===== config.mk =====
export PLATFORM = sky130hd
export DESIGN_NAME = tt_um_hu8785_sum_accum
export DESIGN_NICKNAME = d
export VERILOG_FILES = /design/src/rtl/tt_hu8785_acc_pkg.sv /design/src/rtl/tt_hu8785_sync_edge.sv /design/src/rtl/tt_um_hu8785_sum_accum.sv
export SDC_FILE = /design/constraint.sdc
export NUM_CORES = 1
export LEC_CHECK = 0
export ABC_AREA = 1
export CORE_ASPECT_RATIO = 1.25
export CORE_UTILIZATION = 49
export DETAILED_ROUTE_END_ITERATION = 10
export PLACE_DENSITY = 0.84
export SLEW_MARGIN = 20
export SYNTH_ARGS = -nofsm -noshare
export SYNTH_HDL_FRONTEND = slang
export SYNTH_SLANG_ARGS = --single-unit

===== constraint.sdc =====
create_clock -name clk -period 1.7 [get_ports clk]
set_input_delay 0.255 -clock clk [delete_from_list [all_inputs] [get_ports clk]]
set_output_delay 0.255 -clock clk [all_outputs]
set_load 0.02 [all_outputs]

===== src/rtl/tt_hu8785_acc_pkg.sv =====
// Shared definitions for the block sum accumulator: FSM encoding, output
// select codes, pin bit positions and the saturating add helper.
package tt_hu8785_acc_pkg;

  // Block FSM; the encoding is visible on the status byte, so it is fixed.
  typedef enum logic [1:0] {
    ST_IDLE = 2'd0,
    ST_RUN  = 2'd1,
    ST_DONE = 2'd2
  } state_t;

  // uo_out select codes (uio_in[3:2])
  localparam logic [1:0] SEL_ACC_LO = 2'd0;
  localparam logic [1:0] SEL_ACC_HI = 2'd1;
  localparam logic [1:0] SEL_COUNT  = 2'd2;
  localparam logic [1:0] SEL_STATUS = 2'd3;

  // uio_in bit positions
  localparam int IN_STROBE = 0;
  localparam int IN_CLEAR  = 1;
  localparam int IN_SEL_LSB = 2;

  // uio_out flag bit positions
  localparam int FLAG_DONE = 7;
  localparam int FLAG_OVF  = 6;
  localparam int FLAG_BUSY = 5;
  localparam int FLAG_ACK  = 4;

  // Upper nibble of uio is driven, lower nibble stays an input.
  localparam logic [7:0] UIO_OE_VALUE = 8'hF0;

  typedef struct packed {
    logic [15:0] sum;
    logic        ovf;
  } sat_sum_t;

  // 16-bit + 8-bit unsigned add that clamps at 16'hFFFF and flags the clamp.
  function automatic sat_sum_t sat_add(input logic [15:0] a, input logic [7:0] b);
    sat_sum_t   res;
    logic [16:0] wide;
    wide    = {1'b0, a} + {9'b0, b};
    res.ovf = wide[16];
    res.sum = wide[16] ? 16'hFFFF : wide[15:0];
    return res;
  endfunction

endpackage


===== src/rtl/tt_hu8785_sync_edge.sv =====
// Multi-flop synchronizer for one asynchronous pin with a registered
// rising-edge pulse. Edges are suppressed until the pipeline holds only real
// pin samples, so a pin that is already high when reset releases never
// produces an edge.
module tt_hu8785_sync_edge #(
  parameter int SYNC_STAGES = 2
) (
  input  logic clk,
  input  logic rst_n,
  input  logic din,
  output logic level,
  output logic rise
);

  logic [SYNC_STAGES-1:0] sync_reg;
  logic                   prev_reg;
  logic                   rise_reg;
  // Ones shift in after reset; the top bit marks that level and prev both
  // carry sampled pin values rather than reset zeros.
  logic [SYNC_STAGES:0]   fill_reg;

  // Synchronizer chain, previous-level tracker and registered edge detect.
  always_ff @(posedge clk or negedge rst_n) begin
    if (!rst_n) begin
      sync_reg <= '0;
      prev_reg <= 1'b0;
      rise_reg <= 1'b0;
      fill_reg <= '0;
    end else begin
      sync_reg <= {sync_reg[SYNC_STAGES-2:0], din};
      prev_reg <= sync_reg[SYNC_STAGES-1];
      fill_reg <= {fill_reg[SYNC_STAGES-1:0], 1'b1};
      rise_reg <= sync_reg[SYNC_STAGES-1] & ~prev_reg & fill_reg[SYNC_STAGES];
    end
  end

  assign level = sync_reg[SYNC_STAGES-1];
  assign rise  = rise_reg;

endmodule


===== src/rtl/tt_um_hu8785_sum_accum.sv =====
// Block sum accumulator: adds BLOCK_LEN strobed 8-bit samples into a
// saturating 16-bit sum, then holds the result in DONE until cleared.
module tt_um_hu8785_sum_accum
  import tt_hu8785_acc_pkg::*;
#(
  parameter int BLOCK_LEN   = 16,
  parameter int SYNC_STAGES = 2
) (
  input  logic       clk,
  input  logic       rst_n,
  input  logic       ena,
  input  logic [7:0] ui_in,
  input  logic [7:0] uio_in,
  output logic [7:0] uo_out,
  output logic [7:0] uio_out,
  output logic [7:0] uio_oe
);

  localparam logic [7:0] LAST_COUNT = 8'(BLOCK_LEN);

  logic        accept;
  logic        clear_level;
  logic        strobe_level_unused;
  logic        clear_rise_unused;
  logic        unused_pins;
  logic [1:0]  sel;

  state_t      state_reg, state_next;
  logic [15:0] acc_reg, acc_next;
  logic [7:0]  count_reg, count_next;
  logic        ovf_reg, ovf_next;
  logic        ack_reg, ack_next;
  logic        busy_reg, done_reg;
  sat_sum_t    add;

  assign unused_pins = &{1'b0, ena, uio_in[7:4]};
  // Select is a static user setting and only steers the output mux.
  assign sel = uio_in[IN_SEL_LSB +: 2];

  tt_hu8785_sync_edge #(.SYNC_STAGES(SYNC_STAGES)) u_strobe_sync (
    .clk   (clk),
    .rst_n (rst_n),
    .din   (uio_in[IN_STROBE]),
    .level (strobe_level_unused),
    .rise  (accept)
  );

  tt_hu8785_sync_edge #(.SYNC_STAGES(SYNC_STAGES)) u_clear_sync (
    .clk   (clk),
    .rst_n (rst_n),
    .din   (uio_in[IN_CLEAR]),
    .level (clear_level),
    .rise  (clear_rise_unused)
  );

  // Next-state logic: clear wins over accept; DONE ignores accepts.
  always_comb begin
    state_next = state_reg;
    acc_next   = acc_reg;
    count_next = count_reg;
    ovf_next   = ovf_reg;
    ack_next   = 1'b0;
    add        = sat_add(acc_reg, ui_in);
    if (clear_level) begin
      state_next = ST_IDLE;
      acc_next   = '0;
      count_next = '0;
      ovf_next   = 1'b0;
    end else begin
      case (state_reg)
        ST_IDLE: begin
          if (accept) begin
            acc_next   = {8'h00, ui_in};
            count_next = 8'd1;
            ack_next   = 1'b1;
            state_next = (BLOCK_LEN == 1) ? ST_DONE : ST_RUN;
          end
        end
        ST_RUN: begin
          if (accept) begin
            acc_next   = add.sum;
            ovf_next   = ovf_reg | add.ovf;
            count_next = count_reg + 8'd1;
            ack_next   = 1'b1;
            if (count_next == LAST_COUNT) begin
              state_next = ST_DONE;
            end
          end
        end
        ST_DONE: begin
          acc_next = acc_reg;
        end
        default: begin
          state_next = ST_IDLE;
        end
      endcase
    end
  end

  // State registers; busy/done are registered decodes of the next state so
  // the pins never glitch on state transitions.
  always_ff @(posedge clk or negedge rst_n) begin
    if (!rst_n) begin
      state_reg <= ST_IDLE;
      acc_reg   <= '0;
      count_reg <= '0;
      ovf_reg   <= 1'b0;
      ack_reg   <= 1'b0;
      busy_reg  <= 1'b0;
      done_reg  <= 1'b0;
    end else begin
      state_reg <= state_next;
      acc_reg   <= acc_next;
      count_reg <= count_next;
      ovf_reg   <= ovf_next;
      ack_reg   <= ack_next;
      busy_reg  <= (state_next == ST_RUN);
      done_reg  <= (state_next == ST_DONE);
    end
  end

  // Result byte mux driven straight from the select pins.
  always_comb begin
    uo_out = 8'h00;
    case (sel)
      SEL_ACC_LO: uo_out = acc_reg[7:0];
      SEL_ACC_HI: uo_out = acc_reg[15:8];
      SEL_COUNT:  uo_out = count_reg;
      SEL_STATUS: uo_out = {done_reg, ovf_reg, busy_reg, 3'b000, state_reg};
      default:    uo_out = 8'h00;
    endcase
  end

  // Flag pins on the upper uio nibble; the lower nibble is an input.
  always_comb begin
    uio_out            = 8'h00;
    uio_out[FLAG_DONE] = done_reg;
    uio_out[FLAG_OVF]  = ovf_reg;
    uio_out[FLAG_BUSY] = busy_reg;
    uio_out[FLAG_ACK]  = ack_reg;
  end

  assign uio_oe = UIO_OE_VALUE;

endmodule


==> impl_metrics.tcl, run 1 <==
set metrics [dict create \
    firstDrtPassIters 4 \
    peakVddDrop_mv 0.739 \
    worstPathCellList "ha_2 > fa_2 > nand2_2 > nand2_2 > nand3_4 > nand2_4 > nand3_4 > nand2_4 > o21ai_2 > nand2_1" \
    ys_seq_elements 39 \
    synthTopCellsByArea "dfrtp_1, nand2_1, inv_1" \
    hp-class "flip-flop to flip-flop" \
    synth_top_area_share_pct 36.3 \
    rows 29 \
    cp-start-kind "flip-flop" \
    violations "setup timing" \
    synth_ff_type "dfrtp_1" \
    dpl.hpwl_um 4990 \
    finClkSkew_ps 6.03 \
    path_max_fanout 6 \
    stdcell_count 501 \
    path_buf_inv 0 \
    reg2reg_from "acc_reg[0]$_DFFE_PN0P_" \
    clk_latency_ps 300 \
    startpoint "acc_reg[0]$_DFFE_PN0P_" \
    cts_root_buffer "clkbuf_8" \
    cts_buffers 5 \
    setup_viol 14 \
    drive_above_1_share_pct 25.1 \
    grtUsageTotal_pct 25.4 \
    dieArea_um2 5780 \
    coreArea_um2 5190 \
    dpl_cell_area_um2 3190 \
    drc 0 \
    grt_overflow_total 0 \
    max_freq_mhz 544 \
    final_cell_mix "nand2_1, buf_4, dfrtp_1" \
    place.gp.congestion 0.892 \
    synth_edf_count 0 \
    hold_slack_ps 354 \
    yosysSeqAreaShare_pct 36.3 \
    pin_count 43 \
    hold_viol 0 \
    dp_cells 486 \
    cpMaxStageDelayCell "dfrtp_1" \
    grt_pass1_vias 2536 \
    cellPowerDensity_nw_per_um2 575 \
    fin_ws_ps -137 \
    drt_wl_total_um 7050 \
    synth_warnings 0 \
    post-route-period-util_pct 108 \
    wl_per_cell_um 14.1 \
    chipWidth_um 68.2 \
    rsz0062_at_grt "yes" \
    final_common_cell "nand2_1" \
    num_vias 2647 \
    die_y_um 84.8 \
    largest_reg_flops 16 \
    numClockSinks 39 \
    slowest_delay_ps 410 \
    r2r_end "acc_reg[2]$_DFFE_PN0P_" \
    synthesis.area_um2 2690 \
    antenna_found_initial 0 \
    grt_start_max_net_pins 26 \
    post-route-util_pct 66.5 \
    syn_inst 371 \
    rr_worst_depth 10 \
    status "complete, but fails checks" \
    min_period_ps 1840 \
    layout.nets 467 \
    ctsHtreeMaxLevel 2 \
    cts_tree "yes" \
    criticalPathCategory "flip-flop to flip-flop" \
    path_clk_slew_ps 80 \
    fin_setup_tns_ps -996 \
    synthArstFlopShare_pct 100 \
    syn2layout_area_growth_pct 28.6 \
    worst_pin_slew_ps 554 \
    grt_pass1_wl_um 10900 \
    insertedDiodeCount 0 \
    fin_area_um2 3450 \
    ys_types 40 \
    vias_per_cell 5.28 \
    cp-end-kind "flip-flop" \
    leakage_nw 1.82 \
    required_ps 1890 \
    cp_num_cells 10 \
    maxCapViolations 0 \
    synth_largest_area_cell "dfrtp_1" \
    cp.arrival_ps 2030 \
    syn_area_per_cell_um2 7.24 \
    crit_end "acc_reg[2]$_DFFE_PN0P_" \
    reg2reg_slack_ps -140 \
    relSlewSlack_pct 63.1 \
    cp_top_family "simple AND/OR/NAND/NOR gates" \
    postRouteAntennaNets 0 \
    cts_buffer_depth 2 \
    start_util_pct 51.7 \
    io_buffers 25 \
    initialDrtViolationCount 230 \
    drv_slew 0 \
]
-- final cells by class --
class                           instances  area, um^2
Clock buffer                            5        68.8
Clock inverter                          3        25.0
Fill cell                             415        1740
Inverter                               41         156
Multi-Input combinational cell        283        1600
Sequential cell                        39         978
Tap cell                               62        77.6
Timing Repair Buffer                   68         549
-- cells by family (layout without fill, tap and decap cells) --
family | Yosys count | count (layout) | synth area share [%]
flip-flops | 39 | 39 | 36.3
AO/OA/AOI/OAI | 30 | 30 | 6.80
AND/OR/NAND/NOR | 223 | 224 | 38.4
buffers and inverters | 61 | 117 | 11.3
adder cells (fa/ha/maj) | 10 | 10 | 4.94
other | 2 | 13 | 0.280
XOR/XNOR | 6 | 6 | 1.96
-- routing by layer --
layer	vias up	track usage, %	share of wire (%)
met2	103	41.0	51
met3	25	5.43	5.8
met1	1234	31.5	39
met4	0	11.6	4.0
li1	1285	-	-
met5	-	0	0
-- worst min path at each step --
stage	cells after the start	slack (ps)	startpoint	end
floorplan	0	-40	rst_n	acc_reg[0]$_DFFE_PN0P_
global placement	1	260	rst_n	count_reg[7]$_DFFE_PN0P_
detailed placement	1	270	rst_n	count_reg[6]$_DFFE_PN0P_
CTS	0	360	u_clear_sync.sync_reg[0]$_DFF_PN0_	u_clear_sync.sync_reg[1]$_DFF_PN0_
global route	0	370	u_strobe_sync.sync_reg[0]$_DFF_PN0_	u_strobe_sync.sync_reg[1]$_DFF_PN0_
finish	0	350	u_strobe_sync.sync_reg[0]$_DFF_PN0_	u_strobe_sync.sync_reg[1]$_DFF_PN0_
-- synthesized netlist by cell type (2+ instances only) --
| master | instances |
|---|---|
| a21oi_1 | 6 |
| a22o_1 | 2 |
| buf_4 | 17 |
| conb_1 | 2 |
| dfrtp_1 | 39 |
| ha_1 | 9 |
| inv_1 | 37 |
| inv_2 | 3 |
| nand2_1 | 137 |
| nand2_4 | 2 |
| nand3_1 | 25 |
| nand3_2 | 2 |
| nand3b_1 | 7 |
| nand4_1 | 4 |
| nor2_1 | 30 |
| nor2_2 | 5 |
| nor2_4 | 2 |
| nor3_1 | 2 |
| o2111ai_1 | 3 |
| o21ai_0 | 7 |
| o21ai_1 | 6 |
| o22ai_1 | 2 |
| xnor2_1 | 2 |
| xor2_1 | 4 |
-- through the flow --
stage | power (mW) | worst slack (ps)
after floorplan | 1.16 | 24.5
after global placement | 1.30 | -419
after detailed placement | 1.31 | -428
after CTS | 1.96 | -81.0
after global routing | 2.06 | -233
final | 1.99 | -137
-- timing repair --
action / 4_1_cts / 5_1_grt
setup buffers: 1 / 4
resized for setup: 38 / 29
cloned: 1 / 0
hold buffers: 1 / 0
endpoints found under the setup margin: 24 / 27
endpoints found under the hold margin: 24 / 0
pin swaps: 8 / 15
-- worst reg2reg max path, stage by stage, from the launching register on --
cell,delay [ps]
dfrtp_1,410
ha_2,190
fa_2,350
nand2_2,80
nand2_2,70
nand3_4,100
nand2_4,90
nand3_4,120
nand2_4,100
o21ai_2,150
nand2_1,70
-- power by group --
| part | total, mW | internal, mW | switching, mW |
|---|---|---|---|
| clock | 0.658 | 0.293 | 0.365 |
| sequential | 0.967 | 0.949 | 0.0179 |
| combinational | 0.361 | 0.154 | 0.208 |
No activity file was read; power rests on OpenSTA's default activity.
==> run 2, diff against run 1 <==
--- a/config.mk
+++ b/config.mk
@@ -6,10 +6,11 @@
 export NUM_CORES = 1
 export LEC_CHECK = 0
 export ABC_AREA = 1
+export CAP_MARGIN = 25
 export CORE_ASPECT_RATIO = 1.25
 export CORE_UTILIZATION = 49
 export DETAILED_ROUTE_END_ITERATION = 10
-export PLACE_DENSITY = 0.84
+export PLACE_DENSITY = 0.75
 export SLEW_MARGIN = 20
 export SYNTH_ARGS = -nofsm -noshare
 export SYNTH_HDL_FRONTEND = slang
==> run 2 against run 1 <==
Net effect:
- the run still ends with setup timing left
- combinational power shrank 2%
- non-clock buffer count shrank 1
- total power shrank 0.84%
- flip-flop and latch count is the same
- critical endpoint is now acc_reg[0]$_DFFE_PN0P_
- largest power group unchanged
- highest routed layer unchanged
==> impl_metrics.tcl, run 2 (synthesis gave the netlist of run 1 again) <==
set metrics [dict create \
    status "complete, but fails checks" \
    violations "setup timing" \
    fin_ws_ps -112 \
    postRouteAntennaNets 0 \
    grt_overflow_total 0 \
    fin_total_pwr_mw 1.97 \
    grt_pass1_vias 2483 \
    seq_area_um2 977 \
    cts_buffers 5 \
    coreArea_um2 5190 \
    insertedDiodeCount 0 \
    cts_root_buffer "clkbuf_8" \
    post-route-period-util_pct 107 \
    grt_start_max_net_pins 24 \
    clk_latency_ps 290 \
    worst_pin_slew_ps 528 \
    max_freq_mhz 552 \
    peakVddDrop_mv 0.726 \
    leakage_nw 1.80 \
    cts_buffer_depth 2 \
    rsz0062_at_grt "yes" \
    num_vias 2556 \
    ctsHtreeMaxLevel 2 \
    required_ps 1890 \
    path_clk_slew_ps 80 \
    io_buffers 25 \
    vias_per_cell 5.11 \
    hold_viol 0 \
    n_fill_cell 436 \
    dpl_cell_area_um2 3180 \
    chipWidth_um 68.2 \
    min_period_ps 1810 \
    path_max_fanout 6 \
    maxCapViolations 0 \
    numClockSinks 39 \
    antenna_found_initial 0 \
    cp-start-kind "flip-flop" \
    place.gp.congestion 0.881 \
    fin_area_um2 3450 \
    post-route-util_pct 66.5 \
    hp-class "flip-flop to flip-flop" \
    cts_tree "yes" \
    dpl.hpwl_um 4930 \
    drt_wl_total_um 6710 \
    cellPowerDensity_nw_per_um2 571 \
    criticalPathCategory "flip-flop to flip-flop" \
    finClkSkew_ps 6.77 \
    layout.nets 466 \
    cp.arrival_ps 2000 \
    final_cell_mix "nand2_1, buf_4, dfrtp_1" \
    start_util_pct 51.7 \
    wl_per_cell_um 13.4 \
    multi_input_area_um2 1620 \
    setup_viol 13 \
    pin_count 43 \
    relSlewSlack_pct 64.8 \
    initialDrtViolationCount 190 \
    largest_reg_flops 16 \
    final_common_cell "nand2_1" \
    grt_pass1_wl_um 11000 \
    die_y_um 84.8 \
    firstDrtPassIters 4 \
    dieArea_um2 5780 \
    drive_above_1_share_pct 24.2 \
    cp-end-kind "flip-flop" \
    drc 0 \
    rows 29 \
    syn2layout_area_growth_pct 28.5 \
    hold_slack_ps 353 \
    drv_slew 0 \
    grtUsageTotal_pct 25.0 \
]
run 2: repair_timing:
action,in CTS,in global routing
pin swaps,12,10
endpoints found under the setup margin,25,23
gates resized for setup,42,26
hold endpoints to repair,22,0
gates cloned,1,0
hold buffers,1,0
setup buffers,1,4
run 2: area by class of cell:
type | count | share of cell area, %
multi-input cells | 283 | 46.8
inverters | 41 | 4.53
clock buffers | 5 | 1.99
flip-flops and latches | 39 | 28.3
clock inverters | 3 | 0.725
well taps | 62 | 2.25
repair buffers | 67 | 15.4
run 2: final timing paths:
kind / startpoint / end / slack [ps] / depth (start not counted)
worst max-delay path: acc_reg[0]$_DFFE_PN0P_ / acc_reg[0]$_DFFE_PN0P_ / -110 / 10
worst min-delay path: u_strobe_sync.fill_reg[1]$_DFF_PN0_ / u_strobe_sync.fill_reg[2]$_DFF_PN0_ / 350 / 0
worst max register to register: acc_reg[0]$_DFFE_PN0P_ / acc_reg[0]$_DFFE_PN0P_ / -110 / 10
worst min register to register: u_strobe_sync.fill_reg[1]$_DFF_PN0_ / u_strobe_sync.fill_reg[2]$_DFF_PN0_ / 350 / 0
max in group asynchronous: rst_n / count_reg[0]$_DFFE_PN0P_ / 600 / 3
min in group asynchronous: rst_n / count_reg[2]$_DFFE_PN0P_ / 480 / 2
run 2: critical path, cell delays in order, from the launching register on:
cell and delay [ps]:
dfrtp_1 400, ha_2 190, fa_2 350, nand2_2 100, nand2_4 70, nand3_4 90, nand2_8 80, nand3_4 120
nand2_4 100, o21ai_2 140, nand2_1 70
run 2: routing by layer:
metal	vias to the layer above	routed length, um	GRT usage (%)	part of all wire (%)
met4	0	166	10.0	2.5
met5	-	0	0	0
met3	15	308	4.21	4.6
li1	1277	-	-	-
met2	81	3390	40.6	51
met1	1183	2840	32.0	42
run 2: report_power, final:
group	internal (mW)	total, mW	switching (mW)	leakage [nW]
registers	0.949	0.966	0.0176	0.521
logic	0.151	0.354	0.203	1.23
clock network	0.293	0.649	0.355	0.0443
run 2: metrics by stage:
stage	instances	setup slack (ps)	setup TNS, ps
6_report	500	-112	-876
5_1_grt	500	-190	-2160
4_1_cts	496	-82.3	-696
3_5_place_dp	485	-453	-10050
3_3_place_gp	485	-429	-8970
2_1_floorplan	382	24.5	0
